<file path="config.mk">
export PLATFORM = sky130hd
export DESIGN_NAME = adc_ltc2308_ctrl_flat
export DESIGN_NICKNAME = d
export VERILOG_FILES = /design/src/rtl/adc_ltc2308_ctrl_if.sv /design/src/rtl/adc_ltc2308_ctrl.sv /design/src/flat_wrapper.sv
export SDC_FILE = /design/constraint.sdc
export NUM_CORES = 1
export LEC_CHECK = 0
export BUFFER_PORTS_ARGS = -buffer_cell sky130_fd_sc_hd__buf_2
export CAP_MARGIN = 20
export CORE_ASPECT_RATIO = 0.7
export CORE_MARGIN = 10
export CORE_UTILIZATION = 30
export CTS_BUF_LIST = sky130_fd_sc_hd__clkbuf_8
export DETAILED_ROUTE_END_ITERATION = 16
export GPL_TIMING_DRIVEN = 0
export HOLD_SLACK_MARGIN = 0.1
export SKIP_LAST_GASP = 1
export SLEW_MARGIN = 20
export SYNTH_ARGS = -nofsm -noshare
export SYNTH_HDL_FRONTEND = slang
export SYNTH_SLANG_ARGS = --single-unit
</file>
<file path="constraint.sdc">
create_clock -name i_clk -period 1.9 [get_ports i_clk]
set_input_delay 0 -clock i_clk [delete_from_list [all_inputs] [get_ports i_clk]]
set_output_delay 0 -clock i_clk [all_outputs]
set_load 0.01 [all_outputs]
</file>
<file path="src/rtl/adc_ltc2308_ctrl_if.sv">
// ---------------------------------------------------------------------------
// adc_ltc2308_ctrl_if
// The four LTC2308 serial-interface pins, bundled into one interface.
//   master : the conversion initiator (drives CONVST/SCK/SDI, reads SDO)
//   slave  : the ADC device side (reads CONVST/SCK/SDI, drives SDO)
// ---------------------------------------------------------------------------
interface adc_ltc2308_ctrl_if;
    logic ADC_CONVST;
    logic ADC_SCK;
    logic ADC_SDI;
    logic ADC_SDO;

    modport master (
        output ADC_CONVST,
        output ADC_SCK,
        output ADC_SDI,
        input  ADC_SDO
    );

    modport slave (
        input  ADC_CONVST,
        input  ADC_SCK,
        input  ADC_SDI,
        output ADC_SDO
    );
endinterface

</file>
<file path="src/rtl/adc_ltc2308_ctrl.sv">
// ---------------------------------------------------------------------------
// adc_ltc2308_ctrl
// Initiator for the LTC2308 serial ADC. It starts conversions with CONVST,
// clocks out the result over SCK while shifting the next configuration word
// onto SDI, and presents each 12-bit sample with a one-cycle valid strobe.
//
// Ports
//   i_clk, i_reset : system clock, asynchronous active-high reset
//   i_enable       : run continuous conversions while high
//   i_channel      : channel for the next configuration word
//   i_unipolar     : UNI bit for the next configuration word
//   adc            : ADC pins (CONVST, SCK, SDI out; SDO in)
//   o_data         : last captured sample, unsigned
//   o_valid        : one-cycle strobe, o_data/o_channel updated
//   o_channel      : channel that o_data belongs to
//   o_busy         : high from CONVST rise until the frame ends
// ---------------------------------------------------------------------------
module adc_ltc2308_ctrl #(
    parameter int DATA_WIDTH    = 12,
    parameter int CLK_DIV       = 2,
    parameter int CONV_CYCLES   = 80,
    parameter int SAMPLE_PERIOD = 250
) (
    input  logic                  i_clk,
    input  logic                  i_reset,
    input  logic                  i_enable,
    input  logic [2:0]            i_channel,
    input  logic                  i_unipolar,
    adc_ltc2308_ctrl_if.master    adc,
    output logic [DATA_WIDTH-1:0] o_data,
    output logic                  o_valid,
    output logic [2:0]            o_channel,
    output logic                  o_busy
);

    localparam int BW = $clog2(DATA_WIDTH) + 1;
    localparam int DW = $clog2(CLK_DIV) + 1;
    localparam int CW = $clog2(CONV_CYCLES) + 1;
    localparam int PW = $clog2(SAMPLE_PERIOD) + 1;

    localparam logic [BW-1:0] LAST_BIT  = BW'(DATA_WIDTH - 1);
    localparam logic [DW-1:0] DIV_LAST  = DW'(CLK_DIV - 1);
    localparam logic [CW-1:0] CONV_LAST = CW'(CONV_CYCLES - 1);
    localparam logic [PW-1:0] PER_LAST  = PW'(SAMPLE_PERIOD - 1);

    typedef enum logic [1:0] {IDLE, CONV, SHIFT, GAP} state_t;

    state_t                state;
    logic [CW-1:0]         conv_cnt;
    logic [DW-1:0]         div_cnt;
    logic [BW-1:0]         bit_cnt;
    logic [PW-1:0]         per_cnt;
    logic [DATA_WIDTH-1:0] shreg;
    logic [2:0]            cfg_ch;
    logic                  cfg_uni;
    logic [2:0]            ch_hist;
    logic                  convst_q;
    logic                  sck_q;
    logic                  sdi_q;
    logic                  start_frame;

    // Configuration word, first bit out first: S/D, O/S, S1, S0, UNI, SLP.
    function automatic logic cfg_bit(input logic [BW-1:0] idx,
                                     input logic [2:0] ch,
                                     input logic uni);
        logic b;
        case (idx)
            BW'(0):  b = 1'b1;
            BW'(1):  b = ch[0];
            BW'(2):  b = ch[2];
            BW'(3):  b = ch[1];
            BW'(4):  b = uni;
            default: b = 1'b0;
        endcase
        return b;
    endfunction

    // The period counter saturates, so when the frame is longer than the
    // sample period the next conversion starts the first cycle in GAP.
    always_comb begin
        start_frame = 1'b0;
        if (i_enable && (state == IDLE || (state == GAP && per_cnt == PER_LAST)))
            start_frame = 1'b1;
    end

    always_ff @(posedge i_clk or posedge i_reset) begin
        if (i_reset) begin
            state     <= IDLE;
            conv_cnt  <= '0;
            div_cnt   <= '0;
            bit_cnt   <= '0;
            per_cnt   <= '0;
            shreg     <= '0;
            cfg_ch    <= '0;
            cfg_uni   <= 1'b0;
            ch_hist   <= '0;
            convst_q  <= 1'b0;
            sck_q     <= 1'b0;
            sdi_q     <= 1'b0;
            o_data    <= '0;
            o_valid   <= 1'b0;
            o_channel <= '0;
            o_busy    <= 1'b0;
        end else begin
            o_valid <= 1'b0;
            if (per_cnt != PER_LAST)
                per_cnt <= per_cnt + 1'b1;

            case (state)
                IDLE: ;
                CONV: begin
                    if (conv_cnt == CONV_LAST) begin
                        convst_q <= 1'b0;
                        div_cnt  <= '0;
                        bit_cnt  <= '0;
                        sck_q    <= 1'b0;
                        sdi_q    <= cfg_bit('0, cfg_ch, cfg_uni);
                        state    <= SHIFT;
                    end else begin
                        conv_cnt <= conv_cnt + 1'b1;
                    end
                end
                SHIFT: begin
                    if (div_cnt != DIV_LAST) begin
                        div_cnt <= div_cnt + 1'b1;
                    end else begin
                        div_cnt <= '0;
                        if (!sck_q) begin
                            sck_q <= 1'b1;
                            shreg <= {shreg[DATA_WIDTH-2:0], adc.ADC_SDO};
                        end else if (bit_cnt != LAST_BIT) begin
                            sck_q   <= 1'b0;
                            bit_cnt <= bit_cnt + 1'b1;
                            sdi_q   <= cfg_bit(bit_cnt + 1'b1, cfg_ch, cfg_uni);
                        end else begin
                            // The ADC applies a configuration to the following
                            // conversion, so this sample belongs to the
                            // channel latched one frame earlier.
                            sck_q     <= 1'b0;
                            sdi_q     <= 1'b0;
                            o_data    <= shreg;
                            o_valid   <= 1'b1;
                            o_busy    <= 1'b0;
                            o_channel <= ch_hist;
                            ch_hist   <= cfg_ch;
                            state     <= GAP;
                        end
                    end
                end
                GAP: begin
                    if (!i_enable)
                        state <= IDLE;
                end
                default: state <= IDLE;
            endcase

            if (start_frame) begin
                convst_q <= 1'b1;
                o_busy   <= 1'b1;
                conv_cnt <= '0;
                per_cnt  <= '0;
                cfg_ch   <= i_channel;
                cfg_uni  <= i_unipolar;
                state    <= CONV;
            end
        end
    end

    assign adc.ADC_CONVST = convst_q;
    assign adc.ADC_SCK    = sck_q;
    assign adc.ADC_SDI    = sdi_q;

endmodule

</file>
<file path="src/flat_wrapper.sv">
// flat-port wrapper written by rule: the top's interface ports become plain ports
module adc_ltc2308_ctrl_flat 
#(
    parameter int DATA_WIDTH    = 12,
    parameter int CLK_DIV       = 2,
    parameter int CONV_CYCLES   = 80,
    parameter int SAMPLE_PERIOD = 250
)
  (i_clk, i_reset, i_enable, i_channel, i_unipolar, o_data, o_valid, o_channel, o_busy, adc_ADC_CONVST, adc_ADC_SCK, adc_ADC_SDI, adc_ADC_SDO);
  adc_ltc2308_ctrl_if adc_i ();
  input  logic i_clk;
  input  logic i_reset;
  input  logic i_enable;
  input  logic [2:0] i_channel;
  input  logic i_unipolar;
  output logic [DATA_WIDTH-1:0] o_data;
  output logic o_valid;
  output logic [2:0] o_channel;
  output logic o_busy;
  output wire logic [$bits(adc_i.ADC_CONVST)-1:0] adc_ADC_CONVST;
  output wire logic [$bits(adc_i.ADC_SCK)-1:0] adc_ADC_SCK;
  output wire logic [$bits(adc_i.ADC_SDI)-1:0] adc_ADC_SDI;
  input wire logic [$bits(adc_i.ADC_SDO)-1:0] adc_ADC_SDO;
  assign adc_ADC_CONVST = adc_i.ADC_CONVST;
  assign adc_ADC_SCK = adc_i.ADC_SCK;
  assign adc_ADC_SDI = adc_i.ADC_SDI;
  assign adc_i.ADC_SDO = adc_ADC_SDO;
  adc_ltc2308_ctrl #(.DATA_WIDTH(DATA_WIDTH), .CLK_DIV(CLK_DIV), .CONV_CYCLES(CONV_CYCLES), .SAMPLE_PERIOD(SAMPLE_PERIOD)) u_core (.i_clk(i_clk), .i_reset(i_reset), .i_enable(i_enable), .i_channel(i_channel), .i_unipolar(i_unipolar), .adc(adc_i), .o_data(o_data), .o_valid(o_valid), .o_channel(o_channel), .o_busy(o_busy));
endmodule
</file>
==> results of run 1 <==
[tightest hold or removal path, stage by stage]
cell           delay (ns)
dlygate4sd3_1        0.53
buf_2                0.13
inv_4                0.22
[worst min-delay path by stage]
| stage | to | startpoint |
|---|---|---|
| global placement | u_core.shreg[0]$_DFFE_PP0P_ | adc_ADC_SDO |
| CTS | u_core.shreg[11]$_DFFE_PP0P_ | i_reset |
| detailed placement | u_core.o_data[9]$_DFFE_PP0P_ | i_reset |
| global route | u_core.shreg[11]$_DFFE_PP0P_ | i_reset |
| finish | u_core.shreg[11]$_DFFE_PP0P_ | i_reset |
| floorplan | u_core.shreg[0]$_DFFE_PP0P_ | adc_ADC_SDO |
[synthesized netlist by cell type (all sizes together), types with 2 or more instances]
master	instances
a211oi	2
a21o	3
a21oi	8
a221o	2
a22o	3
a31oi	2
a41o	2
and3	5
and4	2
buf	6
clkbuf	2
dfrtp	65
ha	13
inv	8
mux2	34
nand2	12
nand2b	4
nand3	9
nand4	6
nor2	15
nor4	2
nor4b	2
o21ai	4
o21bai	2
or2	3
or3	3
or4	2
xnor2	6
xor2	8
[report_power, final]
group	internal (mW)	switching, mW	leakage (nW)
registers	1.66	0.285	0.856
logic	0.799	0.828	0.851
clock network	0.485	0.570	0.0915
[through the flow]
stage / area [µm²] / hold WS (ns) / std cells / setup slack, ns
6_report: 3820 / 0.147 / 436 / 0.0409
3_3_place_gp: 3370 / 0.236 / 405 / -0.593
5_1_grt: 3820 / 0.160 / 436 / -0.0343
3_5_place_dp: 3400 / -0.0293 / 406 / -0.387
4_1_cts: 3720 / 0.141 / 431 / 0.00110
2_1_floorplan: 3070 / 0.152 / 250 / 0.0513
[cells by family (layout without fill, tap and decap cells)]
logic type,count (synthesis),after routing,share of synthesized area
simple gates,73,73,0.144
xor+xnor,14,14,0.0400
fa+ha+maj,13,13,0.0530
compound gates,34,34,0.0791
buf+inv,16,74,0.0257
flops,65,65,0.530
mux,35,35,0.128
[layout make-up]
| class | instances | area share |
|---|---|---|
| clock buffers | 9 | 0.0324 |
| well taps | 128 | 0.0420 |
| plain buffers | 7 | 0.0157 |
| clock inverters | 7 | 0.0144 |
| repair buffers | 43 | 0.0767 |
| inverters | 8 | 0.00852 |
| multi-input cells | 169 | 0.383 |
| flip-flops and latches | 65 | 0.427 |
[flip-flops by register name, indices dropped and copies added (netlist names), 2 cells and up]
name / count
u_core.per_cnt: 9
u_core.conv_cnt: 8
u_core.o_data: 12
u_core.bit_cnt: 5
u_core.o_channel: 3
u_core.state: 2
u_core.ch_hist: 3
u_core.shreg: 12
u_core.cfg_ch: 3
u_core.div_cnt: 2
[layer usage]
layer,up-vias,part of all wire,global-route usage
met5,-,0,0
met1,1017,0.52,0.121
li1,1001,-,-
met4,0,0.0096,0.0221
met2,35,0.42,0.118
met3,8,0.047,0.0330
[timing repair]
| action | in CTS | in global routing |
|---|---|---|
| gates resized for setup | 13 | 13 |
| cloned | 0 | 0 |
| hold buffers | 7 | 0 |
| pin swaps | 1 | 1 |
| buffers inserted | 3 | 5 |
| endpoints found under the hold margin | 71 | 0 |
| endpoints found under the setup margin | 45 | 37 |
==> results.toml, run 1 <==
[critical_path]
criticalPathCategory = "reg2reg"
crit_required_ns = 2.16
rr_endpoint = "u_core.adc.ADC_SDI$_DFFE_PP0P_"
path_cells = "ha_4 -> and4bb_2 -> buf_4 -> or4_4 -> a41oi_2"
critPathCaptureType = "flop"
critPathArrivalTime_ns = 2.12
endpoint = "u_core.adc.ADC_SDI$_DFFE_PP0P_"
cp-start-kind = "flop"
reg2reg_slack_ns = 0.04
worstReg2RegStart = "u_core.bit_cnt[1]$_DFFE_PP0P_"
r2r_cells = 5
slowest_delay_ns = 0.54
path_buf_inv = 1
cp_num_cells = 5
crit_start = "u_core.bit_cnt[1]$_DFFE_PP0P_"
cp_max_fo = 10
critPathSlowestCell = "or4_4"
path_delay_family = "simple AND/OR/NAND/NOR gates"

[layout]
areaGrowthSynthToFinish_pct = 24.4
drive_gt1_frac = 0.377
fin_util = 0.388
insertedDiodeCount = 0
final_cell_mix = "dfrtp_1 (62), mux2_2 (34), buf_2 (27)"
multiInputGateArea_um2 = 1460
num-fill-cells = 967
final_common_cell = "dfrtp_1"
nets = 324
seq_area_um2 = 1630

[clocking]
h-tree-depth = 3
root_buffer = "clkbuf_8"
clockBufferDepth = 2
clk_latency_ns = 0.34
numCtsBuffers = 9
path_clk_slew_ns = 0.08
cts_tree = "done"
cts_num_sinks = 65

[synth]
synth.largest_area_cell = "dfrtp_1"
yosys.area.top_type_share = 0.530
synthCells = 250
postSynthAreaPerCell_um2 = 12.3
synth-edff-count = 0
yosys-top-cells-area = "dfrtp_1 (53%), mux2_2 (12%), ha_1 (5.3%), xor2_1 (2.3%), nor2_1 (1.8%)"
synthFlopType = "dfrtp_1"
async_flop_share = 1.00
synth_seq_cells = 65
synth.cell_area_um2 = 3070
ys_warn_count = 0
yosysUniqueCellTypes = 50
synth_nets = 271
ys_seq_area_frac = 0.530

[timing]
hold_viol = 0
final_max_slew_viol_count = 0
setup_tns_ns = 0
grt_setup_unrepaired = "true"
tightest_slew_ns = 0.499
fin_crit_ns = 1.86
skew_ns = 0.00726
setup_viol_count_final = 0
slew_headroom = 0.667
fin_crit_sh = 0.978
fmax_ghz = 0.538

[min_path]
hold_class = "in2async"

[power_and_ir_drop]
peakVddDrop_uv = 630
p_leak_nw = 1.80
power_mw = 4.62
powerDensity_nw_per_um2 = 1210

[outcome]
status = "complete, no violations"

[route]
routed_wl_mm = 6.17
drc = 0
routed_via_density = 4.73
drt_iter0_drc = 70
drtAntennaViolNets = 0
dr_total_vias = 2061
wl_per_cell_um = 14.1
drt_pass1_iterations = 4

[floorplanning]
core-area_um2 = 9830
dieHeight_um = 105
die_area_um2 = 14700
num_rows = 30
start_util = 0.312
die_w_um = 141
num_io_pins = 28

[global_route]
grtUsageTotal = 0.0855
grt_max_degree = 47
grt-ovfl-total = 0
grt_pass1_wl_mm = 10.7
grt_pass1_vias = 2107
antenna_found_initial = 0

[place]
globalplace.congestion = 0.783
port_buffers = 27
hpwl_mm = 4.22

[flow_run]
cap_viol_max_count = 0
Power figures use the tool's default switching activity.
==> inputs of run 2 (changes only) <==
--- a/config.mk
+++ b/config.mk
@@ -7,6 +7,8 @@
 export LEC_CHECK = 0
 export BUFFER_PORTS_ARGS = -buffer_cell sky130_fd_sc_hd__buf_2
 export CAP_MARGIN = 20
+export CELL_PAD_IN_SITES_DETAIL_PLACEMENT = 1
+export CELL_PAD_IN_SITES_GLOBAL_PLACEMENT = 2
 export CORE_ASPECT_RATIO = 0.7
 export CORE_MARGIN = 10
 export CORE_UTILIZATION = 30
@@ -14,6 +16,7 @@
 export DETAILED_ROUTE_END_ITERATION = 16
 export GPL_TIMING_DRIVEN = 0
 export HOLD_SLACK_MARGIN = 0.1
+export PLACE_DENSITY_LB_ADDON = 0.1
 export SKIP_LAST_GASP = 1
 export SLEW_MARGIN = 20
 export SYNTH_ARGS = -nofsm -noshare
==> results.toml, run 2 (same netlist as run 1, synthesis figures left out) <==
[global_route]
grtUsageTotal = 0.104
antenna_found_initial = 0
grt_max_degree = 43
grt_pass1_wl_mm = 12.5
grt_pass1_vias = 2269
grt-ovfl-total = 0

[place]
hpwl_mm = 4.87
port_buffers = 27
globalplace.congestion = 0.702
dp.cells = 406
pre_cts_ws_ns = -0.445

[route]
routed_wl_mm = 7.45
drt_iter0_drc = 75
drc = 0
wl_per_cell_um = 16.7
dr_total_vias = 2127
routed_via_density = 4.76
drt_pass1_iterations = 4
drtAntennaViolNets = 0

[timing]
slew_headroom = 0.655
final_max_slew_viol_count = 0
setup_viol_count_final = 0
setup_tns_ns = 0
grt_setup_unrepaired = "true"
fmax_ghz = 0.537
tightest_slew_ns = 0.518
hold_viol = 0
fin_crit_ns = 1.86
skew_ns = 0.00639
setup_slack_ns = 0.0367
fin_crit_sh = 0.981

[floorplanning]
core-area_um2 = 9830
dieHeight_um = 105
num_rows = 30
num_io_pins = 28
die_w_um = 141
die_area_um2 = 14700
start_util = 0.312

[layout]
num-fill-cells = 1072
fin_util = 0.404
drive_gt1_frac = 0.417
nets = 335
areaGrowthSynthToFinish_pct = 29.6
top_regs = "u_core.o_data (12), u_core.shreg (12), u_core.per_cnt (9)"
final_cell_mix = "dfrtp_1 (61), mux2_2 (34), buf_2 (27)"
final_common_cell = "dfrtp_1"
final_cells = 447
insertedDiodeCount = 0

[power_and_ir_drop]
powerDensity_nw_per_um2 = 1290
p_leak_nw = 1.88
power_mw = 5.15
peakVddDrop_uv = 354

[critical_path]
cp-start-kind = "flop"
r2r_cells = 7
critPathCaptureType = "flop"
reg2reg_slack_ns = 0.04
rr_endpoint = "u_core.shreg[6]$_DFFE_PP0P_"
cp_max_fo = 5
criticalPathCategory = "reg2reg"
crit_required_ns = 2.13
critPathArrivalTime_ns = 2.10
worstReg2RegStart = "u_core.state[1]$_DFFE_PP0P_"

[clocking]
cts_tree = "done"
numCtsBuffers = 9
cts_num_sinks = 65
root_buffer = "clkbuf_8"
clockBufferDepth = 2
clk_latency_ns = 0.35
path_clk_slew_ns = 0.07
h-tree-depth = 3

[min_path]
hold_class = "in2async"

[flow_run]
cap_viol_max_count = 0

[outcome]
status = "complete, no violations"
## run 2: worst max path at each step
stage                                        startpoint  slack [ns]  cells past startpoint                              to
after floorplan             u_core.state[0]$_DFFE_PP0P_        0.05                      6     u_core.shreg[0]$_DFFE_PP0P_
after global placement                          i_reset       -0.77                      2   u_core.bit_cnt[4]$_DFFE_PP0P_
after detailed placement    u_core.state[0]$_DFFE_PP0P_       -0.44                      6     u_core.shreg[6]$_DFFE_PP0P_
after CTS                 u_core.bit_cnt[0]$_DFFE_PP0P_       -0.07                      5  u_core.adc.ADC_SDI$_DFFE_PP0P_
after global routing        u_core.state[1]$_DFFE_PP0P_       -0.03                      7    u_core.shreg[10]$_DFFE_PP0P_
final                       u_core.state[1]$_DFFE_PP0P_        0.04                      7     u_core.shreg[6]$_DFFE_PP0P_
## run 2: cell type report
type                    count  area (µm²)  share of cell area
inverters                   8        36.3             0.00913
clock buffers               9         124              0.0312
flip-flops and latches     65        1630               0.410
clock inverters             7        86.3              0.0217
multi-input cells         169        1480               0.372
plain buffers               6        48.8              0.0123
repair buffers             55         412               0.104
well taps                 128         160              0.0403
## run 2: what timing repair did
action                                  CTS  global route
gates cloned                              1             0
hold endpoints to repair                 72             0
buffers inserted                          5            14
gates resized for setup                  16            18
endpoints found under the setup margin   52            41
hold buffers                              7             0
pin swaps                                 1             4
## run 2: metal layers
metal  global-route usage  part of all wire  vias to the layer above
li1                     -                 -                     1028
met1                0.146              0.51                     1065
met2                0.142              0.44                       24
met3               0.0362             0.037                       10
met4               0.0331             0.012                        0
met5                    0                 0                        -
## run 2: worst max-delay path, cell delays in order, from the launching register on
cell        delay [ns]
dfrtp_2           0.41
buf_4             0.14
ha_4              0.17
clkinvlp_4        0.15
nor4_4            0.22
buf_4             0.19
buf_6             0.14
mux2_2            0.33
## run 2: power by group
group	total (mW)	switching (mW)	leakage (nW)	internal, mW
logic	1.91	0.946	0.914	0.967
clock network	1.28	0.550	0.110	0.727
registers	1.96	0.297	0.854	1.66
## run 2: through the flow
stage,cell area (µm²),hold slack (ns)
3_3_place_gp,3370,0.235
3_5_place_dp,3400,0.00110
6_report,3980,0.165
5_1_grt,3980,0.180
2_1_floorplan,3070,0.152
4_1_cts,3770,0.158
